File: config.mk
export PLATFORM = sky130hd
export DESIGN_NAME = multiword_adder_sequencer
export DESIGN_NICKNAME = d
export VERILOG_FILES = /design/src/rtl/multiword_adder_sequencer.sv
export SDC_FILE = /design/constraint.sdc
export NUM_CORES = 1
export LEC_CHECK = 0
export CAP_MARGIN = 20
export CORE_MARGIN = 5
export CORE_UTILIZATION = 50
export DETAILED_ROUTE_END_ITERATION = 10
export HOLD_SLACK_MARGIN = 0.06
export PLACE_DENSITY = 0.79
export SLEW_MARGIN = 20
export SYNTH_ARGS = -nofsm -noshare
export SYNTH_HDL_FRONTEND = slang
export SYNTH_SLANG_ARGS = --single-unit
File: constraint.sdc
create_clock -name clk -period 3.87 [get_ports clk]
set_clock_uncertainty 0.1 [all_clocks]
set_input_delay 0.9675 -clock clk [delete_from_list [all_inputs] [get_ports clk]]
set_output_delay 0.9675 -clock clk [all_outputs]
set_load 0.02 [all_outputs]
File: src/rtl/multiword_adder_sequencer.sv
// Multi-word add/subtract on one shared WIDTH-bit lookahead adder, one word per cycle (LSW first).
// Result valid WORDS cycles after accept; result is held in DONE until result_ready, and no new command is taken meanwhile.

module carry_lookahead_adder #(
   parameter int WIDTH = 8
) (
   input  logic [WIDTH-1:0] a,
   input  logic [WIDTH-1:0] b,
   input  logic             carry_in,
   output logic [WIDTH-1:0] sum,
   output logic             carry_out
);
   logic [WIDTH-1:0] g0, p0, gk, pk;
   logic [WIDTH:0]   c;

   // Kogge-Stone prefix over (generate, propagate); carry_in folds in afterwards
   always_comb begin
      g0 = a & b;
      p0 = a ^ b;
      gk = g0;
      pk = p0;
      for (int s = 1; s < WIDTH; s = s * 2) begin
         for (int i = WIDTH - 1; i >= s; i--) begin
            gk[i] = gk[i] | (pk[i] & gk[i-s]);
            pk[i] = pk[i] & pk[i-s];
         end
      end
      c[0] = carry_in;
      for (int i = 0; i < WIDTH; i++) begin
         c[i+1] = gk[i] | (pk[i] & carry_in);
      end
      sum       = p0 ^ c[WIDTH-1:0];
      carry_out = c[WIDTH];
   end
endmodule

module multiword_adder_sequencer #(
   parameter int WIDTH = 8,
   parameter int WORDS = 4
) (
   input  logic                   clk,
   input  logic                   rst_n,
   input  logic                   start_valid,
   output logic                   start_ready,
   input  logic                   subtract,
   input  logic [WIDTH*WORDS-1:0] a,
   input  logic [WIDTH*WORDS-1:0] b,
   output logic                   result_valid,
   input  logic                   result_ready,
   output logic [WIDTH*WORDS-1:0] sum,
   output logic                   carry_out,
   output logic                   overflow,
   output logic                   busy
);
   localparam int N  = WIDTH * WORDS;
   localparam int KW = (WORDS > 1) ? $clog2(WORDS) : 1;

   typedef enum logic [1:0] {IDLE, RUN, DONE} state_t;

   state_t         state_q, state_d;
   logic [KW-1:0]  k_q, k_d;
   logic           carry_q, carry_d;
   logic           sub_q, sub_d;
   logic [N-1:0]   a_q, a_d, b_q, b_d, sum_q, sum_d;
   logic           cout_q, cout_d, ovf_q, ovf_d;

   logic [WIDTH-1:0] a_word, b_word, b_eff, add_sum;
   logic             add_cin, add_cout, last_word;

   always_comb begin
      a_word = '0;
      b_word = '0;
      for (int w = 0; w < WORDS; w++) begin
         if (KW'(w) == k_q) begin
            a_word = a_q[w*WIDTH +: WIDTH];
            b_word = b_q[w*WIDTH +: WIDTH];
         end
      end
      b_eff     = sub_q ? ~b_word : b_word;
      add_cin   = (k_q == '0) ? sub_q : carry_q;
      last_word = (k_q == KW'(WORDS - 1));
   end

   carry_lookahead_adder #(.WIDTH(WIDTH)) u_cla (
      .a         (a_word),
      .b         (b_eff),
      .carry_in  (add_cin),
      .sum       (add_sum),
      .carry_out (add_cout)
   );

   always_comb begin
      state_d = state_q;
      k_d     = k_q;
      carry_d = carry_q;
      sub_d   = sub_q;
      a_d     = a_q;
      b_d     = b_q;
      sum_d   = sum_q;
      cout_d  = cout_q;
      ovf_d   = ovf_q;
      unique case (state_q)
         IDLE: begin
            if (start_valid) begin
               a_d     = a;
               b_d     = b;
               sub_d   = subtract;
               k_d     = '0;
               state_d = RUN;
            end
         end
         RUN: begin
            for (int w = 0; w < WORDS; w++) begin
               if (KW'(w) == k_q) sum_d[w*WIDTH +: WIDTH] = add_sum;
            end
            carry_d = add_cout;
            if (last_word) begin
               cout_d  = add_cout;
               ovf_d   = (a_word[WIDTH-1] == b_eff[WIDTH-1]) &&
                         (add_sum[WIDTH-1] != a_word[WIDTH-1]);
               state_d = DONE;
            end else begin
               k_d = k_q + KW'(1);
            end
         end
         DONE: begin
            if (result_ready) state_d = IDLE;
         end
         default: state_d = IDLE;
      endcase
   end

   always_ff @(posedge clk) begin
      if (!rst_n) begin
         state_q <= IDLE;
         k_q     <= '0;
         carry_q <= 1'b0;
         sub_q   <= 1'b0;
         a_q     <= '0;
         b_q     <= '0;
         sum_q   <= '0;
         cout_q  <= 1'b0;
         ovf_q   <= 1'b0;
      end else begin
         state_q <= state_d;
         k_q     <= k_d;
         carry_q <= carry_d;
         sub_q   <= sub_d;
         a_q     <= a_d;
         b_q     <= b_d;
         sum_q   <= sum_d;
         cout_q  <= cout_d;
         ovf_q   <= ovf_d;
      end
   end

   assign start_ready  = (state_q == IDLE);
   assign result_valid = (state_q == DONE);
   assign busy         = (state_q != IDLE);
   assign sum          = sum_q;
   assign carry_out    = cout_q;
   assign overflow     = ovf_q;
endmodule

Yosys cells after proc, flatten, opt, wreduce, memory -nomap -nowiden. Cells that the tools add are included.

Logic and storage cells: 126. Register bits: 104.

$add $sub $neg: 1. Reduce and logical (&&, ||, !) cells: 13. Bitwise logic cells: 71. Mux-type cells: 17. Eq/ne operators: 12.

Operators by type and width (count): 8-bit two-way mux (9); 1-bit AND (42); 1-bit bitwise OR (25); 8-bit XOR (2); 2-bit AND reduction (6); 2-bit two-way mux (5); 8-bit AND (1); 8-bit NOT (1); 2-bit != test, second input constant (3); 2-bit case mux with 3 select lines (1); 3-bit AND reduction (2); 2-bit equality test, first input constant (2); 2-bit equality test, second input constant (2); 2-bit zero test (2); 2-bit case mux with 2 select lines (1); 2-bit nonzero test (2); 2-bit by 1-bit adder with 2-bit output, second input constant (1); 1-bit by 2-bit equality test with 1-bit output, first input constant (1); 2-bit by 1-bit equality test with 1-bit output, second input constant (1); 2-bit by 1-bit != test with 1-bit output, second input constant (1); 1-bit equality test (1); 1-bit logical AND (1); 1-bit two-way mux (1); 1-bit != test (1).

Logic depth before layout (Yosys ltp).
Depth in word-level cells: 17. Depth in mapped cells: 15. Gate-level depth less buffers: 13.

Hierarchy. From an unflattened synthesis, not the netlist that was laid out.

Cell total of the unflattened synthesis: 623. Area total of the unflattened synthesis: 5004.8 um2.

By module, submodules not included: multiword_adder_sequencer (area an instance 4684.5 um2, cells an instance 583, instances 1); carry_lookahead_adder (area an instance 320.3 um2, cells an instance 40, instances 1).

Least setup slack after synthesis. OpenSTA, ideal clock, no wires.

Kind: reg2reg. Start: register k_q[0]. End: register sum_q[15], in the netlist sum[15]. Cell stages (with the launch flop): 15. Path buffers: 3. Data arrival time: 2.946 ns. Required time: 3.675 ns. Setup time: 0.095 ns. Slack: 0.729 ns. Clock period less this slack: 3.141 ns. Cells stage by stage: dfxtp_1 > inv_1 > ha_1 > clkbuf_1 > clkbuf_1 > clkbuf_1 > a21oi_1 > a21oi_1 > o21ai_0 > ha_1 > a21oi_4 > o22ai_4 > o211a_4 > or2_4 > o311ai_1.

Cells in the longest elaborated chain, start to end: 15. Elaborated cells between the ends (all ways): 39. Those cells by class: 3 x eq/ne; 10 x mux; 24 x bitwise; 2 x reduce/logical.

RTL lines: start: declaration (line 61) `logic [KW-1:0] k_q, k_d;`; start signal: assignment (line 146) `k_q <= k_d;`; 2-bit zero test (line 74, 80); 8-bit two-way mux (4 in series) (line 74) `if (KW'(w) == k_q) begin`; 8-bit NOT (line 79) `b_eff = sub_q ? ~b_word : b_word;`; 8-bit two-way mux (line 79); 8-bit XOR / 8-bit AND (equally long branches) (line 19, 18); 1-bit AND (on tied branches) (line 24, 25); 1-bit bitwise OR / 1-bit AND (equally long branches) (line 24) `gk[i] = gk[i] | (pk[i] & gk[i-s]);`; 1-bit AND / 1-bit bitwise OR (equally long branches) (line 24); 1-bit bitwise OR / 1-bit AND (equally long branches) (line 24); 1-bit bitwise OR (line 24); 1-bit bitwise OR (line 30) `c[i+1] = gk[i] | (pk[i] & carry_in);`; 8-bit XOR (line 32) `sum = p0 ^ c[WIDTH-1:0];`; end signal: assignment (line 151) `sum_q <= sum_d;`; end: declaration (line 64) `logic [N-1:0] a_q, a_d, b_q, b_d, sum_q, sum_d;`.

Parallel ways exist; a longest one is shown, timed or not. A chain may end at the register's enable or synchronous reset.

Worst setup path after layout.
Start: register k_q[0]. End: register sum_q[29], in the netlist sum[29].

Cells in the longest elaborated chain, start to end: 15. Elaborated cells between the ends (all ways): 33. Those cells by class: 3 x eq/ne; 10 x mux; 18 x bitwise; 2 x reduce/logical.

RTL lines (line): 2-bit zero test (74, 80); 8-bit two-way mux (4 in series) (74); 8-bit NOT (79); 8-bit two-way mux (79); 8-bit XOR / 8-bit AND (equally long branches) (19, 18); 1-bit AND (24); 1-bit bitwise OR (24); 1-bit AND (24); 1-bit bitwise OR (2 in series) (24); 1-bit bitwise OR (30); 8-bit XOR (32).

Parallel ways exist; a longest one is shown, timed or not.

==> results.json <==
{
  "n_antenna_cell": 0,
  "ys_warn_count": 0,
  "drc_errors": 0,
  "start_util_pct": 51.3,
  "post-cts-setup-buffers": 0,
  "synth_common_cells": "nand2_1, dfxtp_1, a21boi_0",
  "powerDensity_nw_per_um2": 360,
  "required_ns": 4.00,
  "seqCellArea_sq_um": 2080,
  "syn_to_final_growth_pct": 26.0,
  "drt_wl_total_um": 12600,
  "status": "finished clean",
  "dpl_cell_area_sq_um": 6100,
  "period_share_pct": 88.4,
  "crit_arrival_ns": 3.55,
  "post_cts_resized": 0,
  "grt_pass1_vias": 4357,
  "root_buffer": "clkbuf_8",
  "clk_pin_slew_ns": 0.10,
  "dieArea_sq_um": 12100,
  "rows": 36,
  "cp-start-kind": "flip-flop",
  "drv_cap": 0,
  "rsz0062_at_grt": "no",
  "drtIter0Drc": 206,
  "holdPathStages": 2,
  "dieWidth_um": 110,
  "final.fill_count": 862,
  "syn_inst": 634,
  "synth-seq-cells": 104,
  "fin_util_pct": 64.6,
  "ff2ff_path_depth": 12,
  "routedWlPerCell_um": 14.9,
  "grt_util_all_layers_pct": 21.6,
  "yosysMostFrequentCell": "nand2_1",
  "dpl.hpwl_um": 9650,
  "synthArstFlopShare_pct": 0,
  "core_area_sq_um": 9770,
  "synth_area_leader_cell": "dfxtp_1",
  "hold_viol": 0,
  "multiInputGateArea_sq_um": 2710,
  "setup-tns-final_ns": 0,
  "ys_types": 47,
  "h-tree-depth": 3,
  "synth_nets": 716,
  "ios": 106,
  "cts_hold_buf": 0,
  "maxSlewHeadroom_pct": 49.3,
  "max_slew.worst_pin.slew_ns": 0.755,
  "ys.flop_type": "dfxtp_1",
  "fin_nets": 793,
  "setup_viol": 0,
  "numCtsBuffers": 9,
  "yosysTopAreaCellShare_pct": 41.6,
  "synth_area_leaders": "dfxtp_1, nand2_1, a21boi_0, a21oi_1, o21ai_0",
  "clock_latency_ns": 0.37,
  "min_period_ns": 3.42,
  "syn_area_per_cell_sq_um": 7.90,
  "hold_class": "flip-flop to flip-flop",
  "clk_path_buf_depth": 2,
  "cts_sinks": 104,
  "grt_overflow": 0,
  "peakVddDrop_v": 0.000189,
  "ant_nets": 0,
  "cts_tree": "yes",
  "fin_area_sq_um": 6310,
  "grt_pass1_wl_um": 20700,
  "critPathCaptureType": "flip-flop",
  "drive_above_1_share_pct": 4.61,
  "drv_slew": 0,
  "clock.fmax_ghz": 0.292,
  "synth-edff-count": 0,
  "grt_antenna_before_repair": 0,
  "p_leak_uw": 0.00237,
  "grt_max_degree": 43,
  "synth_seq_area_share_pct": 41.6,
  "drt_pass1_iterations": 5,
  "path_class": "flip-flop to flip-flop",
  "place.gp.congestion": 0.875,
  "io_buffers": 105,
  "syn_area_sq_um": 5010,
  "viasPerCell": 5.34,
  "path_max_fanout": 17,
  "routed-via-count": 4530,
  "fp.dieH_um": 110
}
report_power, final:
group          internal, uW  switching, uW  leakage [uW]
Combinational           190            227       0.00142
Sequential             1120           34.9      0.000849
Clock                   323            380     0.0000977
final timing paths:
kind | start | to | slack, ns
hold / removal | b_q[17] | b_q[17] | 0.37
setup reg to reg | k_q[0] | sum[29] | 0.45
hold reg to reg | b_q[17] | b_q[17] | 0.37
setup / recovery | k_q[0] | sum[29] | 0.45
critical path: stages (launching register included):
cell      delay, ns
dfxtp_1        0.41
ha_1           0.46
nor2b_1        0.09
a221oi_1       0.32
nor3_1         0.08
a21oi_1        0.25
xnor2_1        0.10
ha_1           0.32
nand3_1        0.12
o22ai_4        0.25
o21ai_0        0.11
a211oi_1       0.50
a21oi_1        0.16
cells in the final DEF (no fill, tap or decap), types with 3 or more instances in the layout:
cell type        instances
a21o_1                   3
clkbuf_8                10
xor2_1                   8
o21ai_0                 32
ha_1                    12
a21oi_1                 42
o311ai_1                 8
dfxtp_1                104
buf_4                    9
nand3_1                 14
and2_1                   7
xnor2_1                  3
inv_1                    8
clkdlybuf4s50_1        104
o211a_1                  6
nand2b_1                 3
o211ai_1                 5
nor2_1                  12
nand2_1                190
nand3b_1                15
nor3_1                   3
o31ai_1                  4
nor2b_1                  7
a21boi_0                73
stage by stage:
step           hold slack (ns)  instances  setup WS [ns]  total power [uW]
3_5_place_dp             0.361        833          0.505              1590
5_1_grt                  0.391        849          0.154              2370
2_1_floorplan            0.339        634          0.729              1430
3_3_place_gp             0.351        833          0.595              1580
4_1_cts                  0.374        849          0.465              2280
6_report                 0.370        849          0.450              2270
layout make-up:
type | instances | area share, %
clock buffer | 11 | 2.24
inverter | 8 | 0.476
timing repair buffer | 114 | 17.6
tap | 133 | 2.64
multi-input combinational | 474 | 43.0
sequential | 104 | 33.0
clock inverter | 5 | 1.03
flip-flops by register name (all words and copies together) (netlist names):
register,count
carry_out,1
carry_q,1
b_q,32
sum,32
overflow,1
sub_q,1
k_q,2
state_q,2
a_q,32
routing by layer:
metal / wire length, um / vias to the layer above / GRT usage (%)
met3: 738 / 16 / 5.13
li1: - / 2304 / -
met5: 0 / - / 0
met4: 180 / 0 / 5.01
met1: 5410 / 2064 / 27.2
met2: 6290 / 146 / 37.6
logic make-up after synthesis:
group / after synthesis / synth area share, %
xor+xnor: 11 / 1.92
compound gates: 187 / 25.6
simple gates: 261 / 22.5
fa+ha+maj: 13 / 3.40
flops: 104 / 41.6
mux: 2 / 0.649
buf+inv: 56 / 4.37
Power figures use the tool's default switching activity.
